===== src/rtl/fir_capture_pkg.sv =====
// rtl/fir_capture_pkg.sv - shared types, defaults and round/saturate helper for FIR output blocks
package fir_capture_pkg;

  localparam int ACC_W_DEF      = 58;
  localparam int OUT_W_DEF      = 16;
  localparam int FRAC_SHIFT_DEF = 15;

  // Working width of the helper; callers sign-extend into it and slice the result.
  localparam int RS_W = 128;

  typedef enum logic [1:0] {
    ST_FILL   = 2'd0,
    ST_ARM    = 2'd1,
    ST_STREAM = 2'd2
  } state_e;

  typedef struct packed {
    logic            sat;
    logic [RS_W-1:0] val;
  } round_sat_t;

  // Round half-up by 'shift' bits, then clamp to a signed 'out_w'-bit range.
  // The working width is far wider than any accumulator, so the rounding add cannot wrap.
  function automatic round_sat_t round_sat(input logic signed [RS_W-1:0] acc,
                                           input int                     shift,
                                           input int                     out_w);
    logic signed [RS_W-1:0] rnd;
    logic signed [RS_W-1:0] sum;
    logic signed [RS_W-1:0] r;
    logic signed [RS_W-1:0] max_v;
    logic signed [RS_W-1:0] min_v;
    round_sat_t             res;
    rnd   = (shift > 0) ? (RS_W'(1) <<< (shift - 1)) : '0;
    sum   = acc + rnd;
    r     = sum >>> shift;
    max_v = (RS_W'(1) <<< (out_w - 1)) - RS_W'(1);
    min_v = ~max_v;
    res.sat = (r > max_v) || (r < min_v);
    if (r > max_v) begin
      res.val = max_v;
    end else if (r < min_v) begin
      res.val = min_v;
    end else begin
      res.val = r;
    end
    return res;
  endfunction

endpackage


===== src/rtl/fir_sync_fifo.sv =====
// rtl/fir_sync_fifo.sv - show-ahead synchronous FIFO with full/empty flags
module fir_sync_fifo
  import fir_capture_pkg::*;
#(
  parameter int DEPTH = 8,
  parameter int WIDTH = OUT_W_DEF + 1
) (
  input  logic             clk,
  input  logic             rst_n,
  input  logic             push_i,
  input  logic [WIDTH-1:0] wdata_i,
  input  logic             pop_i,
  output logic [WIDTH-1:0] rdata_o,
  output logic             full_o,
  output logic             empty_o
);

  localparam int AW = $clog2(DEPTH);

  logic [WIDTH-1:0] mem_q [DEPTH];
  logic [AW:0]      wr_ptr_q, wr_ptr_d;
  logic [AW:0]      rd_ptr_q, rd_ptr_d;
  logic             pop_ok;
  logic             push_ok;

  assign empty_o = (wr_ptr_q == rd_ptr_q);
  assign full_o  = (wr_ptr_q[AW] != rd_ptr_q[AW]) &&
                   (wr_ptr_q[AW-1:0] == rd_ptr_q[AW-1:0]);
  assign pop_ok  = pop_i && !empty_o;
  // A pop frees the head slot in the same cycle, so a full FIFO can still take a write.
  assign push_ok = push_i && (!full_o || pop_ok);
  // Head is forced to zero when empty so the port never shows stale storage.
  assign rdata_o = empty_o ? '0 : mem_q[rd_ptr_q[AW-1:0]];

  // Pointer advance for accepted writes and reads.
  always_comb begin
    wr_ptr_d = wr_ptr_q;
    rd_ptr_d = rd_ptr_q;
    if (push_ok) wr_ptr_d = wr_ptr_q + 1'b1;
    if (pop_ok)  rd_ptr_d = rd_ptr_q + 1'b1;
  end

  // Storage array, no reset needed since reads are gated by empty.
  always_ff @(posedge clk) begin
    if (push_ok) mem_q[wr_ptr_q[AW-1:0]] <= wdata_i;
  end

  // Pointer registers.
  always_ff @(posedge clk or negedge rst_n) begin
    if (!rst_n) begin
      wr_ptr_q <= '0;
      rd_ptr_q <= '0;
    end else begin
      wr_ptr_q <= wr_ptr_d;
      rd_ptr_q <= rd_ptr_d;
    end
  end

endmodule


===== src/rtl/fir_output_capture.sv =====
// rtl/fir_output_capture.sv - capture, round/saturate and frame FIR accumulator output into a stream FIFO
module fir_output_capture
  import fir_capture_pkg::*;
#(
  parameter int ACC_W      = ACC_W_DEF,
  parameter int OUT_W      = OUT_W_DEF,
  parameter int FRAC_SHIFT = FRAC_SHIFT_DEF,
  parameter int FIFO_DEPTH = 8,
  parameter int FRAME_LEN  = 64
) (
  input  logic             clk,
  input  logic             rst_n,
  input  logic [ACC_W-1:0] acc_in,
  input  logic             acc_sample_en,
  input  logic             filter_delay,
  input  logic             dsp58_delay,
  output logic [OUT_W-1:0] m_data,
  output logic             m_valid,
  input  logic             m_ready,
  output logic             m_last,
  output logic             sat_flag,
  output logic [15:0]      drop_cnt,
  output logic             busy
);

  localparam int CNT_W = (FRAME_LEN > 1) ? $clog2(FRAME_LEN) : 1;
  localparam logic [CNT_W-1:0] LAST_IDX = CNT_W'(FRAME_LEN - 1);

  state_e           state_q, state_d;
  logic             capture;
  logic             first_cap;
  logic [CNT_W-1:0] frame_cnt_q, frame_cnt_d;
  logic [CNT_W-1:0] cur_idx;
  logic             is_last;
  round_sat_t       rs;
  logic             unused_rs_hi;

  logic             s1_valid_q;
  logic [OUT_W-1:0] s1_data_q;
  logic             s1_last_q;
  logic             sat_flag_q;
  logic [15:0]      drop_cnt_q;

  logic [OUT_W:0]   fifo_rdata;
  logic             fifo_full;
  logic             fifo_empty;
  logic             drop;

  // Sequencing: wait for taps, arm, start on the first DSP result; losing taps aborts.
  always_comb begin
    state_d   = state_q;
    capture   = 1'b0;
    first_cap = 1'b0;
    case (state_q)
      ST_FILL: begin
        if (filter_delay) state_d = ST_ARM;
      end
      ST_ARM: begin
        if (!filter_delay) begin
          state_d = ST_FILL;
        end else if (dsp58_delay) begin
          state_d   = ST_STREAM;
          capture   = acc_sample_en;
          first_cap = 1'b1;
        end
      end
      ST_STREAM: begin
        if (!filter_delay) state_d = ST_FILL;
        else               capture = acc_sample_en;
      end
      default: state_d = ST_FILL;
    endcase
  end

  assign cur_idx = first_cap ? '0 : frame_cnt_q;
  assign is_last = (cur_idx == LAST_IDX);

  // Frame position advances on every capture, even if the FIFO later drops the sample.
  always_comb begin
    frame_cnt_d = frame_cnt_q;
    if (state_d == ST_FILL) begin
      frame_cnt_d = '0;
    end else if (capture) begin
      frame_cnt_d = is_last ? '0 : cur_idx + CNT_W'(1);
    end
  end

  assign rs = round_sat({{(RS_W - ACC_W){acc_in[ACC_W-1]}}, acc_in}, FRAC_SHIFT, OUT_W);
  assign unused_rs_hi = ^rs.val[RS_W-1:OUT_W];

  // FSM state and frame counter registers.
  always_ff @(posedge clk or negedge rst_n) begin
    if (!rst_n) begin
      state_q     <= ST_FILL;
      frame_cnt_q <= '0;
    end else begin
      state_q     <= state_d;
      frame_cnt_q <= frame_cnt_d;
    end
  end

  // Round/saturate pipeline register plus sticky saturation flag.
  always_ff @(posedge clk or negedge rst_n) begin
    if (!rst_n) begin
      s1_valid_q <= 1'b0;
      s1_data_q  <= '0;
      s1_last_q  <= 1'b0;
      sat_flag_q <= 1'b0;
    end else begin
      s1_valid_q <= capture;
      if (capture) begin
        s1_data_q <= rs.val[OUT_W-1:0];
        s1_last_q <= is_last;
      end
      sat_flag_q <= sat_flag_q | (capture & rs.sat);
    end
  end

  fir_sync_fifo #(
    .DEPTH (FIFO_DEPTH),
    .WIDTH (OUT_W + 1)
  ) u_fifo (
    .clk     (clk),
    .rst_n   (rst_n),
    .push_i  (s1_valid_q),
    .wdata_i ({s1_last_q, s1_data_q}),
    .pop_i   (m_ready),
    .rdata_o (fifo_rdata),
    .full_o  (fifo_full),
    .empty_o (fifo_empty)
  );

  // A full FIFO only refuses the write when the head is not leaving this cycle.
  assign drop = s1_valid_q && fifo_full && !m_ready;

  // Saturating count of samples lost to back-pressure.
  always_ff @(posedge clk or negedge rst_n) begin
    if (!rst_n) begin
      drop_cnt_q <= '0;
    end else if (drop && (drop_cnt_q != 16'hFFFF)) begin
      drop_cnt_q <= drop_cnt_q + 16'd1;
    end
  end

  assign m_valid  = !fifo_empty;
  assign m_data   = fifo_rdata[OUT_W-1:0];
  assign m_last   = fifo_rdata[OUT_W];
  assign sat_flag = sat_flag_q;
  assign drop_cnt = drop_cnt_q;
  assign busy     = (state_q != ST_FILL) || !fifo_empty;

endmodule


===== config.mk =====
export PLATFORM = sky130hd
export DESIGN_NAME = fir_output_capture
export DESIGN_NICKNAME = d
export VERILOG_FILES = /design/src/rtl/fir_capture_pkg.sv /design/src/rtl/fir_sync_fifo.sv /design/src/rtl/fir_output_capture.sv
export SDC_FILE = /design/constraint.sdc
export NUM_CORES = 1
export LEC_CHECK = 0
export ABC_AREA = 1
export ABC_CLOCK_PERIOD_IN_PS = 2900
export CAP_MARGIN = 20
export CORE_MARGIN = 1.5
export CORE_UTILIZATION = 45
export DETAILED_ROUTE_END_ITERATION = 7
export PLACE_DENSITY_LB_ADDON = 0.08
export SYNTH_ARGS = -nofsm -noshare
export SYNTH_HDL_FRONTEND = slang
export SYNTH_SLANG_ARGS = --single-unit

===== constraint.sdc =====
create_clock -name clk -period 2.9 [get_ports clk]
set_clock_uncertainty 0.2 [all_clocks]
set_input_delay 0.435 -clock clk [delete_from_list [all_inputs] [get_ports clk]]
set_output_delay 0.435 -clock clk [all_outputs]
set_load 0.03 [all_outputs]

== Word level (Yosys, flattened, before mapping) ==
Memory sizes are Yosys's and may differ from the RTL's.
Cells that the tools add are included.
Widths: inputs -> output; s select.

* Register bits after elaboration: 51
* Bits in writable memories: 136
* Input bits: 64
* Output and inout bits: 36
* Logic and storage cells: 63
* Memories kept: 1

* Add/subtract/negate cells: 5
* Order comparisons: 2
* Equality and inequality tests: 7
* Mux-type cells: 21
* Bitwise gates (word level): 2
* Reductions and logical operators: 16

{| class="wikitable"
|+ Memories
! name !! depth !! bits a word !! read ports !! clocked after memory_dff !! wr ports !! line !! RTL
|-
| u_fifo.mem_q || 8 || 17 || 1 || 0 || 1 || fir_sync_fifo.sv:20 || <nowiki>logic [WIDTH-1:0] mem_q [DEPTH];</nowiki>
|}

{| class="wikitable"
|+ Operator list
! kind !! count
|-
| $add 58x16->59 const B || 1
|-
| $gt 44x16->1 const B || 1
|-
| $lt 44x16->1 const B || 1
|-
| $mux 16 || 2
|-
| $mux 6 || 4
|-
| $mux 17 || 1
|-
| $add 16x1->16 const B || 1
|-
| $ne 16x16->1 const B || 1
|-
| $add 4x1->4 const B || 2
|-
| $mux 1 || 8
|-
| $mux 2 || 4
|-
| $add 6x1->6 const B || 1
|-
| $eq 6x6->1 const B || 1
|-
| $logic_and 1x1->1 || 6
|-
| $pmux 2 s3 || 1
|-
| $eq 4x4->1 || 1
|-
| $logic_not 2->1 || 2
|-
| $reduce_bool 2->1 || 2
|-
| $eq 3x3->1 || 1
|-
| $logic_not 1->1 || 3
|-
| $logic_or 1x1->1 || 3
|-
| $eq 2x1->1 const B || 1
|-
| $eq 2x2->1 const B || 1
|-
| $pmux 1 s2 || 1
|-
| other kinds (3) || 3
|}

== Longest topological paths before layout ==
* Depth after elaboration: 8
* Depth in mapped cells: 19
* Mapped depth without buffers: 17

== Cells and area by module ==
From an unflattened synthesis, not the netlist that was laid out.

* Cells, all modules: 1110
* Area, all modules: 9947.0 µm²

{| class="wikitable"
|+ Modules (own cells, without submodules)
! module !! instances !! cells an instance !! area an instance (µm²) !! seq. area each (µm²)
|-
| fir_sync_fifo || 1 || 483 || 5947.0 || 4284.1
|-
| fir_output_capture || 1 || 627 || 4000.1 || 1076.0
|}

== Least setup slack after synthesis ==
Ideal clock, no wire load.

* Kind: register to register
* Start: register u_fifo.rd_ptr_q[1]
* End: memory u_fifo.mem_q[0][0] (netlist bit), enable pin
* Library setup time: 0.390 ns
* Data arrival time: 2.345 ns
* Required time: 2.310 ns
* Slack: -0.035 ns
* Stages on the path, launching flop included: 12
* Buffers on the path: 1
* Clock period less this slack: 2.935 ns
* Cell sequence: dfrtp_1 > clkbuf_1 > xor2_1 > nor2_1 > nand2_1 > nor2_1 > nand2_1 > inv_1 > nor2_1 > inv_1 > or2_2 > nor2_1

* Longest elaborated chain between the ends: 7
* Elaborated cells on any way between the ends: 10
* Classes of those cells: 2 x eq/ne; 2 x mux; 6 x reduce/logical

{| class="wikitable"
|+ Ends and longest elaborated chain
! item !! line !! RTL
|-
| from (decl) || fir_sync_fifo.sv:22 || <nowiki>logic [AW:0] rd_ptr_q, rd_ptr_d;</nowiki>
|-
| from (signal assigned) || fir_sync_fifo.sv:55 || <nowiki>rd_ptr_q <= rd_ptr_d;</nowiki>
|-
| $eq 4x4->1 or $eq 3x3->1 (tied branches) || fir_sync_fifo.sv:26, fir_sync_fifo.sv:28 ||
|-
| $logic_not 1->1 or $logic_and 1x1->1 (tied branches) || fir_sync_fifo.sv:29, fir_sync_fifo.sv:27 ||
|-
| $logic_and 1x1->1 or $logic_not 1->1 (tied branches) || fir_sync_fifo.sv:29, fir_sync_fifo.sv:31 ||
|-
| $logic_or 1x1->1 (*) || fir_sync_fifo.sv:31 || <nowiki>assign push_ok = push_i && (!full_o || pop_ok);</nowiki>
|-
| $logic_and 1x1->1 (*) || fir_sync_fifo.sv:31 ||
|-
| $mux 1 (*) || fir_sync_fifo.sv:45 || <nowiki>if (push_ok) mem_q[wr_ptr_q[AW-1:0]] <= wdata_i;</nowiki>
|-
| $mux 1 (implied by the code) (*) || fir_sync_fifo.sv:45 ||
|-
| to (decl) || fir_sync_fifo.sv:20 ||
|}

Mark *: on every way between the ends. The rest lies on a longest branch, timed or not.

== Worst setup path after layout ==
* Start: register u_fifo.rd_ptr_q[0]
* End: output port m_data[4]

* Longest elaborated chain between the ends: 2
* Elaborated cells on any way between the ends: 3
* Classes of those cells: 1 x eq/ne; 1 x mux; 1 x memory

{| class="wikitable"
|+ Ends and longest elaborated chain
! item !! line !! RTL
|-
| $mem_v2 8x17 or $eq 4x4->1 (tied branches) || -- ||
|-
| $mux 17 (*) || fir_sync_fifo.sv:33 || <nowiki>assign rdata_o = empty_o ? '0 : mem_q[rd_ptr_q[AW-1:0]];</nowiki>
|-
| to (decl) || fir_output_capture.sv:17 || <nowiki>output logic [OUT_W-1:0] m_data,</nowiki>
|}

Marked as above.

==> metrics.txt <==
status finished, final reports clean; Slew Limit Fails 0; Most used DFF post-synth edfxtp_1; H-tree depth 4; starting density of the core 0.460; Clk pin slew, worst setup/hold paths approximately 0.070 ns; Min-Delay Path Class reg2reg; slew of the pin with the lowest slew margin between 0.6 and 0.7 ns; worst hold start sat_flag$_DFF_PN0_; Core Util, Final 0.590; CTS root buffer clkbuf_16; total die area ~22000 sq um; share of post-route cells with drive strength above 1 0.191; Core ar. between 20000 and 25000 sq um; crit start category flip-flop; Iter 0 DRT Violations 372; vias in the first global route between 7000 and 8000; Yosys reg bits approximately 190; Synth warnings 0; Critical Path Sink Type output port; maxcap violations 0; fill cell count approximately 1900; DP HPWL between 15000 and 20000 microns; initial antenna violation count 0; Worst Path Max Fanout 68; critical path type reg2out; Worst Setup SP u_fifo.rd_ptr_q[0]$_DFFE_PN0P_; Die X 150 microns; Final Critical Period between 2 and 3 ns; WL final roughly 24000 microns; Rows 53; Final period util 0.962; GP Congestion approximately 0.88; DR pass1 iterations 5; data arrival time of the critical path about 2.2 ns; clock sinks 187; cts bufs inserted 17; All-Layer GR Usage 0.225; TritonCTS clock tree yes; EDFF count, synth approximately 140; Req. time, crit path around 2.3 ns; FF-to-FF Start u_fifo.rd_ptr_q[1]$_DFFE_PN0P_; PD cells a little under 800 nW/um^2; Setup Viol. Count Final 0; maximum clock rate around 360 MHz; chip height about 150 microns; latest clock arrival within the worst-skew pair approximately 0.43 ns; Vias between 7000 and 8000; Overall Power 9.79 mW; async set-reset flop share out of synthesis 0.273; mapped cell area 9690 sq um; register area share after synthesis 0.553; Congestion Overflow GR 0; max_slew headroom 0.556; Leak Pwr between 5 and 6 nW; syn_nets approximately 1200; Layout area overhead 28.4%; peak supply drop about 0.50 mV; pin count of the biggest net entering global routing a little under 70; routed len/inst roughly 15 microns; DR DRC count 0; first-pass GRT wire length 38300 microns; post-route ant nets 0; Mapped Avg Cell Area slightly below 9 sq um; Mapped Cells around 1100; nets roughly 1400; vias per std cell 5.01; Final Hold Viols 0; # port buffers 85; library cells used by synthesis 37; # diodes 0; I/O pins 100; CTS max path bufs 2
==> final cells by class <==
cell class                      instances  area (sq um)  share of cell area
Sequential cell                       187          5360               0.431
Multi-Input combinational cell        790          3950               0.317
Timing Repair Buffer                  213          1890               0.152
Clock buffer                           17           425              0.0342
Tap cell                              275           344              0.0276
Inverter                               78           295              0.0237
Clock inverter                         15           175              0.0141
==> synthesized netlist by cell type (7+ instances only) <==
cell        n  share of area
o22ai_1    19          0.012
a31oi_1    18          0.012
inv_1      76          0.029
nand3_1    44          0.023
clkbuf_1   25         0.0097
a21oi_2    10         0.0090
xnor2_1    17          0.015
edfxtp_1  136           0.42
nand4_1    18          0.012
o21ai_0   101          0.052
nand2_1   235          0.091
nand3b_1    7         0.0054
nor2_2     12         0.0077
a21oi_1     9         0.0046
xor2_1     23          0.021
nand2_2    13         0.0084
nor2_1    225          0.087
dfrtp_1    51           0.13
ha_1       10          0.013
==> report_power, final <==
| group | switching (mW) | total, mW | internal, mW |
|---|---|---|---|
| combinational | 2.30 | 3.63 | 1.33 |
| clock | 1.04 | 2.35 | 1.31 |
| sequential | 0.406 | 3.81 | 3.40 |
| total | 3.75 | 9.79 | 6.04 |
==> through the flow <==
stage	setup TNS, ns	worst slack, ns	instances	area, sq um	hold slack (ns)
after floorplan	-2.40	-0.0353	1086	9690	-0.0606
after global placement	-4.15	-0.272	1540	11700	0.270
after detailed placement	-5.62	-0.368	1540	11700	0.256
after CTS	0	0.0206	1573	12400	0.282
after global routing	-0.0809	-0.0238	1575	12400	0.310
final	0	0.110	1575	12400	0.285
==> cells in the final DEF, fill, tap and decap left out, types with 2 or more instances in the layout <==
master and n:
dfrtp_2 2, nand3_2 5, clkbuf_16 17, inv_1 74, nand4_1 18, inv_6 4, nand2_4 2, nor2_1 218
buf_4 132, inv_2 3, buf_6 4, a21oi_1 9, o21ai_0 100, nand3_1 44, edfxtp_1 136, bufinv_16 2
nor2_2 15, nor2_4 8, clkinv_1 2, a31oi_1 18, buf_12 9, nand2_1 232, ha_1 10, dfrtp_1 49
nor2_8 2, nor4_1 3, o22ai_1 19, xor2_1 23, xnor2_1 17, nand3b_1 7, inv_8 6, clkdlybuf4s50_1 65
or2_2 2, nor3_1 4, a21oi_2 10, nand2_2 16
==> worst max-delay path, stage by stage (launching register included) <==
cell     delay [ns]
dfrtp_2        0.46
inv_1          0.12
buf_12         0.28
o21ai_0        0.13
o22ai_1        0.16
o21ai_0        0.11
a31oi_1        0.25
buf_4          0.22
==> registers in the layout, indices dropped and copies added, names as in the netlist <==
| signal | cells |
|---|---|
| u_fifo.wr_ptr_q | 4 |
| s1_data_q | 16 |
| frame_cnt_q | 6 |
| s1_valid_q | 1 |
| u_fifo.mem_q | 136 |
| s1_last_q | 1 |
| drop_cnt | 16 |
| state_q | 2 |
| u_fifo.rd_ptr_q | 4 |
| sat_flag | 1 |
==> repair_timing <==
item                       in CTS  in global routing
gates cloned                    0                  1
gates resized for setup         2                 24
hold endpoints to repair       28                  0
pin swaps                       0                  1
buffers inserted                0                  1
setup endpoints to repair      12                 22
hold buffers                    1                  0
==> metal layers <==
layer	up-vias	track usage	part of all wire
li1	4045	-	-
met1	3677	0.276	0.44
met2	142	0.408	0.51
met3	27	0.0335	0.037
met4	0	0.0623	0.016
met5	-	0	0
==> logic make-up (layout without fill, tap and decap cells) <==
family | count (synthesis) | in the layout | share of synthesized area
DFF | 187 | 187 | 0.553
xor gates and xnor gates | 40 | 40 | 0.0361
adders and majority gates | 10 | 10 | 0.0129
AOI/OAI and AO/OA | 160 | 160 | 0.0938
buffers and inverters | 110 | 323 | 0.0457
muxes | 1 | 1 | 0.00116
and+or+nand+nor | 578 | 579 | 0.257
==> path summary, 6_finish.rpt <==
kind | cells after the start | endpoint | slack [ns]
worst max-delay path | 7 | m_data[4] | 0.11
worst min-delay path | 2 | sat_flag$_DFF_PN0_ | 0.29
worst max register to register | 12 | drop_cnt[15]$_DFFE_PN0P_ | 0.36
worst min register to register | 2 | sat_flag$_DFF_PN0_ | 0.29
max in group asynchronous | 3 | drop_cnt[15]$_DFFE_PN0P_ | 1.34
min in group asynchronous | 2 | u_fifo.rd_ptr_q[2]$_DFFE_PN0P_ | 0.38
Power figures use the tool's default switching activity.
